File: src/rtl/fb_pkg.sv
// fb_pkg: shared frame-buffer geometry, pixel type and arbiter state encoding
package fb_pkg;
  localparam int FB_W = 400;
  localparam int FB_H = 300;
  localparam int FB_DEPTH = FB_W * FB_H;
  localparam int ADDR_W = 17;
  localparam int DATA_W = 12;
  typedef logic [DATA_W-1:0] pixel_t;
  typedef enum logic [1:0] {FB_IDLE, FB_CLEAR, FB_SWAP_WAIT} fb_state_e;
endpackage

File: src/rtl/fb_clear_sweeper.sv
// fb_clear_sweeper: walks the back bank address by address, one word per granted slot
module fb_clear_sweeper #(
  parameter int FB_DEPTH = fb_pkg::FB_DEPTH,
  parameter int ADDR_W = fb_pkg::ADDR_W,
  parameter int DATA_W = fb_pkg::DATA_W
) (
  input  logic              clock_162,
  input  logic              rst_n,
  input  logic              start,
  input  logic              slot,
  input  logic [DATA_W-1:0] color_in,
  output logic [ADDR_W-1:0] cnt,
  output logic [DATA_W-1:0] color,
  output logic              done
);
  localparam logic [ADDR_W-1:0] LAST = ADDR_W'(FB_DEPTH - 1);
  logic [ADDR_W-1:0] cnt_q, cnt_d;
  logic [DATA_W-1:0] color_q, color_d;
  // counter restarts on start, advances on each granted slot and parks on the last word
  always_comb begin
    done = slot && cnt_q == LAST;
    cnt_d = start ? '0 : (slot && !done) ? cnt_q + 1'b1 : cnt_q;
    color_d = start ? color_in : color_q;
  end
  // sweep position and colour registers
  always_ff @(posedge clock_162 or negedge rst_n) begin
    if (!rst_n) begin
      cnt_q <= '0;
      color_q <= '0;
    end else begin
      cnt_q <= cnt_d;
      color_q <= color_d;
    end
  end
  assign cnt = cnt_q;
  assign color = color_q;
endmodule

File: src/rtl/fb_arbiter.sv
// fb_arbiter: single-port frame RAM arbitration between scanout, clear sweep and renderer with tear-free bank swap
module fb_arbiter #(
  parameter int FB_DEPTH = fb_pkg::FB_DEPTH,
  parameter int ADDR_W = fb_pkg::ADDR_W,
  parameter int DATA_W = fb_pkg::DATA_W,
  parameter int RD_LAT = 1
) (
  input  logic              clock_162,
  input  logic              rst_n,
  input  logic              scan_req,
  input  logic [ADDR_W-1:0] scan_addr,
  output logic              scan_rvalid,
  output logic [DATA_W-1:0] scan_rdata,
  input  logic              rnd_valid,
  output logic              rnd_ready,
  input  logic [ADDR_W-1:0] rnd_addr,
  input  logic [DATA_W-1:0] rnd_data,
  input  logic              clr_req,
  input  logic [DATA_W-1:0] clr_color,
  output logic              clr_busy,
  input  logic              swap_req,
  input  logic              frame_start,
  output logic              swap_done,
  output logic              front_bank,
  output logic              mem_en,
  output logic              mem_we,
  output logic [ADDR_W:0]   mem_addr,
  output logic [DATA_W-1:0] mem_wdata,
  input  logic [DATA_W-1:0] mem_rdata
);
  import fb_pkg::*;
  localparam logic [ADDR_W-1:0] LAST = ADDR_W'(FB_DEPTH - 1);
  fb_state_e state_q, state_d;
  logic front_q, front_d, pend_q, pend_d, swap_done_q, swap_done_d;
  logic [RD_LAT-1:0] vld_q, vld_d, inr_q, inr_d;
  logic idle, slot, done, scan_in, wr_rnd;
  logic [ADDR_W-1:0] cnt;
  logic [DATA_W-1:0] clr_col;
  assign idle = state_q == FB_IDLE;
  assign slot = state_q == FB_CLEAR && !scan_req;
  assign scan_in = scan_addr <= LAST;
  assign wr_rnd = !scan_req && idle && rnd_valid && rnd_addr <= LAST;
  fb_clear_sweeper #(.FB_DEPTH(FB_DEPTH), .ADDR_W(ADDR_W), .DATA_W(DATA_W)) u_sweep (
    .clock_162(clock_162),
    .rst_n(rst_n),
    .start(idle && clr_req),
    .slot(slot),
    .color_in(clr_color),
    .cnt(cnt),
    .color(clr_col),
    .done(done)
  );
  // swap FSM: a clear may carry a pending swap, and the bank only flips on frame_start
  always_comb begin
    state_d = state_q;
    front_d = front_q;
    pend_d = pend_q;
    swap_done_d = 1'b0;
    if (idle && clr_req) begin
      state_d = FB_CLEAR;
      pend_d = swap_req;
    end else if (idle && swap_req) begin
      state_d = FB_SWAP_WAIT;
    end else if (state_q == FB_CLEAR) begin
      pend_d = done ? 1'b0 : pend_q || swap_req;
      state_d = !done ? FB_CLEAR : (pend_q || swap_req) ? FB_SWAP_WAIT : FB_IDLE;
    end else if (state_q == FB_SWAP_WAIT && frame_start) begin
      front_d = !front_q;
      swap_done_d = 1'b1;
      state_d = FB_IDLE;
    end
  end
  // one RAM access per cycle: scanout first, then the clear sweep, then the renderer
  always_comb begin
    mem_en = scan_req ? scan_in : slot || wr_rnd;
    mem_we = !scan_req && (slot || wr_rnd);
    mem_addr = scan_req ? {front_q, scan_addr} : slot ? {!front_q, cnt} : {!front_q, rnd_addr};
    mem_wdata = slot ? clr_col : rnd_data;
    vld_d = (vld_q << 1) | RD_LAT'(scan_req);
    inr_d = (inr_q << 1) | RD_LAT'(scan_req && scan_in);
  end
  // state, bank select and read-valid pipeline registers
  always_ff @(posedge clock_162 or negedge rst_n) begin
    if (!rst_n) begin
      state_q <= FB_IDLE;
      front_q <= 1'b0;
      pend_q <= 1'b0;
      swap_done_q <= 1'b0;
      vld_q <= '0;
      inr_q <= '0;
    end else begin
      state_q <= state_d;
      front_q <= front_d;
      pend_q <= pend_d;
      swap_done_q <= swap_done_d;
      vld_q <= vld_d;
      inr_q <= inr_d;
    end
  end
  assign scan_rvalid = vld_q[RD_LAT-1];
  assign scan_rdata = (vld_q[RD_LAT-1] && inr_q[RD_LAT-1]) ? mem_rdata : '0;
  assign rnd_ready = !scan_req && idle;
  assign clr_busy = state_q == FB_CLEAR;
  assign swap_done = swap_done_q;
  assign front_bank = front_q;
endmodule

File: config.mk
export PLATFORM = sky130hd
export DESIGN_NAME = fb_arbiter
export DESIGN_NICKNAME = d
export VERILOG_FILES = /design/src/rtl/fb_pkg.sv /design/src/rtl/fb_clear_sweeper.sv /design/src/rtl/fb_arbiter.sv
export SDC_FILE = /design/constraint.sdc
export NUM_CORES = 1
export LEC_CHECK = 0
export BUFFER_PORTS_ARGS = -buffer_cell sky130_fd_sc_hd__clkbuf_2
export CAP_MARGIN = 20
export CORE_MARGIN = 4
export CORE_UTILIZATION = 25
export DETAILED_ROUTE_END_ITERATION = 8
export GPL_ROUTABILITY_DRIVEN = 0
export GPL_TIMING_DRIVEN = 0
export MAX_ROUTING_LAYER = met4
export PLACE_DENSITY = 0.61
export SLEW_MARGIN = 20
export SYNTH_ARGS = -nofsm -noshare
export SYNTH_HDL_FRONTEND = slang
export SYNTH_SLANG_ARGS = --single-unit
export TNS_END_PERCENT = 30
File: constraint.sdc
create_clock -name clock_162 -period 1.55 [get_ports clock_162]
set_input_delay 0.155 -clock clock_162 [delete_from_list [all_inputs] [get_ports clock_162]]
set_output_delay 0.155 -clock clock_162 [all_outputs]
set_load 0.01 [all_outputs]
Word level (Yosys, flattened, before mapping)
Index checks and enable logic that the tools add are counted.
{"block": "op_classes", "bitwise": 3, "n_reduce_logical": 23, "div_mod_pow": 0, "n_addsub": 1, "n_mux": 21, "order_cmp": 2, "mul": 0, "n_eq_ne": 4, "shift": 0}
{"operator": "$mux W17", "count": 3}
{"operator": "$le A17 B17 Y1 const B", "count": 2}
{"operator": "$mux W12", "count": 2}
{"operator": "$mux W18", "count": 1}
{"operator": "$add A17 B1 Y17 const B", "count": 1}
{"operator": "$eq A17 B17 Y1 const B", "count": 1}
{"operator": "$logic_and A1 B1 Y1", "count": 12}
{"operator": "$mux W2", "count": 6}
{"operator": "$mux W1", "count": 9}
{"operator": "$reduce_and A4 Y1", "count": 1}
{"operator": "$reduce_bool A2 Y1", "count": 2}
{"operator": "$reduce_bool A4 Y1", "count": 1}
{"operator": "$logic_not A1 Y1", "count": 3}
{"operator": "$not A1 Y1", "count": 3}
{"operator": "$eq A2 B1 Y1 const B", "count": 1}
{"operator": "$eq A2 B2 Y1 const B", "count": 1}
{"operator": "$logic_not A2 Y1", "count": 1}
{"operator": "$logic_or A1 B1 Y1", "count": 2}
{"operator": "$ne A2 B1 Y1 const B", "count": 1}
{"operator": "$reduce_and A2 Y1", "count": 1}
{"block": "word_totals", "memories": 0, "in_bits": 77, "elab_cells": 62, "regBits": 36, "out_inout_bits": 49, "mem_bits_rw": 0, "mem_bits_ro": 0, "latch_bits": 0}

Longest topological paths before layout
Gate-level depths: netlist (run 1).
{"block": "logic_depth", "depth_word": 7, "depth_mapped": 6, "depth_no_buf": 5}

By module
From an unflattened synthesis (run 1), not the netlist that was laid out.
{"block": "unflattened", "cells_unflattened": 261, "hier_area_um2": 2468.6}
{"module": "fb_clear_sweeper", "area_each_um2": 1473.9, "n_inst": 1, "cells_each": 136, "seq_area_each_um2": 725.7}
{"module": "fb_arbiter", "area_each_um2": 994.7, "n_inst": 1, "cells_each": 125, "seq_area_each_um2": 175.2}

Worst setup path before layout (run 1)
Ideal clock, no wire load.
{"block": "synth_path", "kind": "flip-flop to output port", "from": "register state_q[0]", "to": "output port mem_en", "path_buffers": 1, "arrival_time_ns": 1.483, "required_time_ns": 1.395, "slack_ns": -0.088, "stages_incl_launch_ff": 5, "cell_sequence": "dfrtp_1 > nor3b_2 > buf_6 > or3_1 > or2_2"}
{"block": "synth_via", "elab_chain_len": 6, "word_cells_on_any_way": 8, "cone_classes": "eq/ne: 1; mux: 1; reduce/logical: 6"}
{"item": "start, declared", "line": "fb_arbiter.sv:33", "text": "fb_state_e state_q, state_d;"}
{"item": "start signal, assigned", "line": "fb_arbiter.sv:92", "text": "state_q <= state_d;"}
{"item": "$logic_not A2 Y1", "line": "fb_arbiter.sv:39", "text": "assign idle = state_q == FB_IDLE;"}
{"item": "$logic_and A1 B1 Y1 (3 in a row)", "line": "fb_arbiter.sv:42", "text": "assign wr_rnd = !scan_req && idle && rnd_valid && rnd_addr <= LAST;"}
{"item": "$logic_or A1 B1 Y1 *", "line": "fb_arbiter.sv:75", "text": "mem_en = scan_req ? scan_in : slot || wr_rnd;"}
{"item": "$mux W1 *", "line": "fb_arbiter.sv:75"}
{"item": "end, declared", "line": "fb_arbiter.sv:25", "text": "output logic mem_en,"}
Mark *: on every way between the ends. The rest lies on a longest branch, timed or not.

Worst setup path in the final report (run 1)
Same ends and word-level chain as after synthesis.

==> out/metrics.cfg, run 1 <==
[outcome]
outcome=finished with violations
violations=negative hold slack, negative setup slack

[sta]
clock.fmax_mhz=528
slew_headroom_pct=38.8
slew_viol_final=0
skew_ns=0.00934
setup_slack_ns=-0.345
rsz0062_at_grt=yes
worstMarginPinSlew_ns=0.917
hold_viol_final=24
fin_crit_ns=1.89
setup_tns_ns=-8.40
whs_ns=-0.00868
fin_crit_sh_pct=122
setup_viol=37

[run]
cap_violations=0

[die]
start_util_pct=25.9
coreArea_mm2=0.00885
dieArea_mm2=0.0108
io_pins=126
die_h_um=104
num_rows=34
die_x_um=104

[yosys]
avgSynthCellArea_um2=8.63
yosys_warnings=0
synth_fp_nets=344
synth.ff_latch_count=36
yosysTopAreaCell=dfrtp_1
synth_area_mm2=0.00230
synth_top_area_share_pct=39.2
synth_area_leaders=dfrtp_1 39%, nand2_1 10%, mux2i_1 7.0%
synthCells=266
ys_types=41
synth_seq_area_share_pct=39.2

[placed_design]
dpl_worst_slack_ns=-0.337
numPortBuffers=125
place_hpwl_um=5870
postPlaceCellArea_mm2=0.00307

[route]
ant_nets=0
drc_errors=0
routedWlPerCell_um=14.5
drtIter0Drc=85
dr_total_vias=2419
routed_wl_um=7460
viasPerCell=4.69
drt_first_pass_iters=4

[cts]
path_clk_slew_ns=0.07
cts-buffers-inserted=5
cts.sinks=36
clockBufferDepth=2
cts_tree=built
cts_max_level=2
clock_latency_ns=0.29
root_buffer=clkbuf_8

[final_layout]
syn_to_final_growth_pct=47.4
drive_above_1_share_pct=45.6
mostFrequentLayoutCells=124 x clkbuf_2, 61 x nand2_1, 32 x dfrtp_1
final_area_mm2=0.00338
nets=485
num_antenna_cells=0
layout_commonest_cell=clkbuf_2

[setup_path]
worstPathCellList=nor3b_4 > buf_6 > or3_4 > or2_4 > buf_6
slowest_delay_ns=0.46
cp_data_required_time_ns=1.39
endpoint=mem_en
rr_endpoint=u_sweep.cnt[5]
critPathKind=flip-flop to primary output
worstPathArrival_ns=1.74
crit_path_end_kind=primary output
crit_path_max_fanout=5
rrSetupSlack_ns=-0.13
critPathSlowestCell=dfrtp_2
r2r-start=u_sweep.cnt[9]
critPathLaunch=state_q[0]
reg2reg_depth=5
path_common_cell=buf_6
cp-start-kind=flip-flop

[power]
swShare_pct=36.2
power_frac_comb_pct=46.8
p_int_uw=2810
peakVddDrop_mv=0.454
power.density_mw_per_mm2=1300
p_seq_share_pct=32.6
p_sw_uw=1600
power_uw=4410
p_leak_uw=0.00181
p_clk_share_pct=20.6

[global_route]
grt_pass1_wl_um=12000
overflow=0
grt_pass1_vias=2529
grt_usage_pct=13.8
antenna_found_initial=0
grt_max_degree=37

[hold_path]
hp-class=primary input to async pin

[critical path: cells and delay by family (launching register included)]
family,cells,cell delay [ns]
AND/OR/NAND/NOR,3,0.75
buffers and inverters,2,0.25
flip-flops,1,0.46
[repair_timing]
action / in CTS / in global routing
endpoints found under the hold margin: 0 / 0
resized for setup: 25 / 19
setup endpoints to repair: 58 / 58
pin swaps: 4 / 7
setup buffers: 7 / 2
hold buffers: 0 / 0
[worst min path at each step]
stage             start              to  slack (ns)
2_1_floorplan     rst_n      front_bank       -0.14
3_3_place_gp   scan_req     scan_rvalid        0.32
3_5_place_dp   scan_req     scan_rvalid        0.32
5_1_grt        scan_req     scan_rvalid        0.02
6_report          rst_n           inr_q      -0.009
4_1_cts           rst_n  u_sweep.cnt[6]        0.02
[flip-flops by register name (all words and copies together), names as in the netlist]
signal,cells
state_q,2
u_sweep.cnt,17
inr_q,1
swap_done,1
pend_q,1
u_sweep.color,12
scan_rvalid,1
front_bank,1
[synth_stat cells]
master	n
nand2_1	64
and4_1	3
nor4b_2	1
mux2_2	12
clkbuf_1	8
a21oi_1	6
and3b_1	1
mux2i_1	16
buf_2	2
and2_1	1
buf_6	1
a21o_1	2
o21ai_0	26
dfrtp_1	36
nor3_2	2
nor3_1	1
and3_1	16
nand2b_1	3
o2111ai_1	1
nor3b_2	2
a31oi_1	1
inv_2	1
and3_4	1
inv_1	4
o21a_1	1
or3_1	4
xnor2_1	5
xor2_1	6
o211ai_1	1
and4b_1	1
a211o_1	2
nand4_1	3
a211oi_1	2
nor2_1	13
or2_2	1
nand3_1	11
nand4_4	1
a32oi_1	1
o21ai_1	1
ha_1	1
buf_4	1
[per-layer routing]
layer	part of all wire, %	global-route usage [%]
met3	4.3	2.67
met2	53	24.9
met1	42	15.7
met5	0	-
met4	1.0	3.42
[power by group through the flow]
| stage | sequential (µW) | combinational [µW] | clock (µW) |
|---|---|---|---|
| 4_1_cts | 1430 | 2030 | 940 |
| 6_report | 1440 | 2060 | 909 |
| 5_1_grt | 1470 | 2290 | 975 |
| 2_1_floorplan | 1380 | 1130 | 0 |
| 3_3_place_gp | 1430 | 1710 | 0 |
| 3_5_place_dp | 1450 | 1740 | 0 |
[metrics by stage]
step / utilization (%) / hold slack, ns / std cells
5_1_grt: 38.2 / 0.0212 / 516
2_1_floorplan: - / -0.141 / 266
6_report: 38.2 / -0.00868 / 516
3_5_place_dp: 34.7 / 0.315 / 499
4_1_cts: 37.6 / 0.0198 / 514
3_3_place_gp: 34.7 / 0.315 / 499
[layout make-up]
cell class	count	area, µm²
Buffer	12	87.6
Clock buffer	7	96.3
Clock inverter	1	30.0
Fill cell	906	5460
Inverter	5	21.3
Multi-Input combinational cell	213	1400
Sequential cell	36	906
Tap cell	108	135
Timing Repair Buffer	134	712
[cell families after synthesis]
kind of cell / count (synthesis) / share of synthesized area (%)
multiplexers: 28 / 12.9
buffers and inverters: 17 / 3.38
AO/OA/AOI/OAI: 44 / 11.0
adder cells (fa/ha/maj): 1 / 0.545
flip-flops: 36 / 39.2
XOR/XNOR: 11 / 4.20
AND/OR/NAND/NOR: 129 / 28.8
Note: power is estimated with default switching activity, not from simulation.
==> run 2, diff against run 1 <==
Settings changed: BUFFER_PORTS_ARGS -buffer_cell sky130_fd_sc_hd__clkbuf_2 to -buffer_cell sky130_fd_sc_hd__buf_4, PLACE_DENSITY 0.61 to 0.6, SYNTH_HIERARCHICAL set to 1.
==> run 2 against run 1 <==
Compared with the run above:
- the flow finishes with violations (negative setup slack)
- synthesized cell count fell by 1.9%
- first-iteration DRC count rose by 100%
- register-to-register slack got worse by 0.32 ns
- critical path depth rose by 5
- total power fell by 54%
- clock power fell by 31%
- final cell count rose by 8.1%
- die area rose by 6.9%
- sequential share of layout area fell by 5.5 points
- cell area rose by 26%
- utilization rose by 5.8 points
- setup slack got worse by 0.11 ns
- critical path type is now flip-flop to flip-flop
- highest routed layer unchanged
==> out/metrics.cfg, run 2 <==
[setup_path]
worstPathArrival_ns=2.17  ; +0.43 ns
slowest_delay_ns=0.41  ; -0.05 ns
rrSetupSlack_ns=-0.45  ; -0.32 ns
cp-start-kind=flip-flop
critPathSlowestCell=or3_4
cp.depth=10  ; +5
endpoint=u_sweep/cnt[10]
worstPathCellList=or3_4 > clkinv_4 > buf_12 > clkbuf_16 > nand2_8 > buf_4 > buf_6 > nor4_1 > xnor2_1 > nor2_1
critPathLaunch=state_q[1]
crit_path_end_kind=flip-flop
cp_data_required_time_ns=1.72  ; +0.33 ns
critPathKind=flip-flop to flip-flop
cp_num_buf_inv=5  ; +3
crit_family=simple AND/OR/NAND/NOR gates
r2r-start=state_q[1]
crit_path_max_fanout=4  ; -1
reg2reg_depth=10  ; +5
rr_endpoint=u_sweep/cnt[10]

[sta]
fin_crit_ns=2.00  ; +0.108 ns
hold_viol_final=0  ; -100%
setup_slack_ns=-0.453  ; -0.108 ns
skew_ns=0.00346  ; -0.00588 ns
worstMarginPinSlew_ns=0.637  ; -0.281 ns
whs_ns=0.0979  ; +0.107 ns
slew_headroom_pct=57.6  ; +19 points
clock.fmax_mhz=499  ; -5.4%
rsz0062_at_grt=yes
slew_viol_final=0  ; unchanged
setup_viol=64  ; +73%
fin_crit_sh_pct=129  ; +7.0 points

[global_route]
grt_pass1_wl_um=14200  ; +18%
antenna_found_initial=0  ; unchanged
grt_usage_pct=16.0  ; +2.2 points
grt_max_degree=37  ; unchanged
grt_pass1_vias=2810  ; +11%
overflow=0  ; unchanged

[placed_design]
numPortBuffers=125  ; unchanged
place_hpwl_um=6820  ; +16%
postPlaceCellArea_mm2=0.00361  ; +18%

[cts]
root_buffer=clkbuf_8
clockBufferDepth=2  ; unchanged
cts-buffers-inserted=5  ; unchanged
clock_latency_ns=0.28  ; about the same
cts_tree=built
cts_max_level=2  ; unchanged
path_clk_slew_ns=0.07  ; about the same
cts.sinks=36  ; unchanged

[route]
viasPerCell=4.81  ; +2.6%
drc_errors=0  ; unchanged
drtIter0Drc=172  ; +100%
drt_first_pass_iters=6  ; +2
routed_wl_um=9290  ; +25%
dr_total_vias=2685  ; +11%
routedWlPerCell_um=16.7  ; +15%
ant_nets=0  ; unchanged

[yosys]
synth_top_family_by_area=multiplexers
synth.ff_latch_count=36  ; unchanged
synth_area_mm2=0.00247  ; +7.5%
synthCells=261  ; -1.9%
synth_fa_ha_area_share_pct=0.507  ; -0.038 points
yosysTopAreaCell=dfrtp_1
synthTopCellsByCount=36 x dfrtp_1, 24 x nand2_1, 22 x o21ai_0
synth_xor_area_share_pct=2.13  ; -2.1 points
ys_types=46  ; +12%
synthMuxAreaShare_pct=22.4  ; +9.5 points
synth_edf_count=0  ; unchanged
yosys_warnings=6  ; +6
synthSimpleGateAreaFrac_pct=21.5  ; -7.3 points
synth.most_common_cell=dfrtp_1
synth_compound_area_share_pct=12.0  ; +1.0 points
synthArstFlopShare_pct=100  ; unchanged
avgSynthCellArea_um2=9.46  ; +9.6%
synth_area_leaders=dfrtp_1 36%, mux2_2 9.6%, mux2i_1 7.3%
synth_top_area_share_pct=36.5  ; -2.7 points
synth_seq_area_share_pct=36.5  ; -2.7 points
synth_fp_nets=339  ; -1.5%
ys.flop_type=dfrtp_1

[outcome]
outcome=finished with violations
violations=negative setup slack

[final_layout]
mostFrequentLayoutCells=136 x buf_4, 31 x dfrtp_1, 20 x buf_6, 20 x nand2_1, 18 x mux2i_1
final_area_mm2=0.00427  ; +26%
largest_reg_flops=17  ; unchanged
regArea_um2=907  ; +0.14%
n_fill_cell=928  ; +2.4%
post-route-util_pct=44.0  ; +5.8 points
layout_commonest_cell=buf_4
drive_above_1_share_pct=56.5  ; +11 points
multi_input_area_mm2=0.00163  ; +17%
syn_to_final_growth_pct=72.8
num_antenna_cells=0  ; unchanged
nets=503  ; +3.7%

[die]
dieArea_mm2=0.0115  ; +6.9%
coreArea_mm2=0.00968  ; +9.4%
die_h_um=107  ; +3.4%
start_util_pct=25.5  ; -0.46 points
io_pins=126  ; unchanged
num_rows=36  ; +5.9%
die_x_um=107  ; +3.4%

[power]
power.density_mw_per_mm2=480  ; -63%
power_uw=2050  ; -54%
p_leak_uw=0.00205  ; +13%
peakVddDrop_mv=0.227  ; -50%

[hold_path]
hp-class=primary input to flip-flop

[run]
cap_violations=0  ; unchanged

[run 2: how the worst min path moves through the flow]
stage | from | to | slack (ns) | cells after the start
detailed placement | rst_n | u_sweep/color[9] | 0.16 | 1
global route | clr_color[10] | u_sweep/color[10] | 0.09 | 2
floorplan | rst_n | front_bank | -0.14 | 0
finish | clr_color[1] | u_sweep/color[1] | 0.1 | 2
CTS | clr_color[3] | u_sweep/color[3] | 0.09 | 2
global placement | rst_n | u_sweep/color[9] | 0.15 | 1
[run 2: stage by stage]
stage          worst slack (ns)  TNS [ns]  instances
6_report                 -0.453    -18.45        558
5_1_grt                  -0.537    -22.75        558
4_1_cts                  -0.464    -16.12        550
3_5_place_dp             -0.834    -18.89        519
3_3_place_gp             -0.801    -18.53        519
2_1_floorplan            -0.582     -6.46        261
[run 2: metal layers]
| layer | vias to the layer above | wire (µm) | track usage (%) |
|---|---|---|---|
| li1 | 1269 | - | - |
| met1 | 1297 | 3620 | 17.4 |
| met2 | 104 | 4890 | 28.6 |
| met3 | 15 | 597 | 3.12 |
| met4 | 0 | 184 | 6.58 |
| met5 | - | 0 | - |
[run 2: cell families after synthesis]
kind of cell,count (synthesis)
buffers and inverters,26
multiplexers,48
AND/OR/NAND/NOR,94
adder cells (fa/ha/maj),1
AO/OA/AOI/OAI,50
flip-flops,36
XOR/XNOR,6
[run 2: layout make-up]
class	instances	area share (%)
inverters	11	1.14
clock inverters	1	0.117
flip-flops and latches	36	21.3
repair buffers	158	30.3
multi-input cells	199	38.2
plain buffers	14	3.40
well taps	133	3.90
clock buffers	6	1.70
[run 2: power breakdown]
| part | internal [µW] | switching [µW] |
|---|---|---|
| clock network | 305 | 319 |
| logic | 275 | 195 |
| registers | 945 | 7.99 |
[run 2: what timing repair did]
action | 4_1_cts | 5_1_grt
pin swaps | 11 | 14
setup buffers | 21 | 9
endpoints found under the hold margin | 37 | 0
cloned | 1 | 0
endpoints found under the setup margin | 64 | 68
hold buffers | 2 | 0
resized for setup | 61 | 33
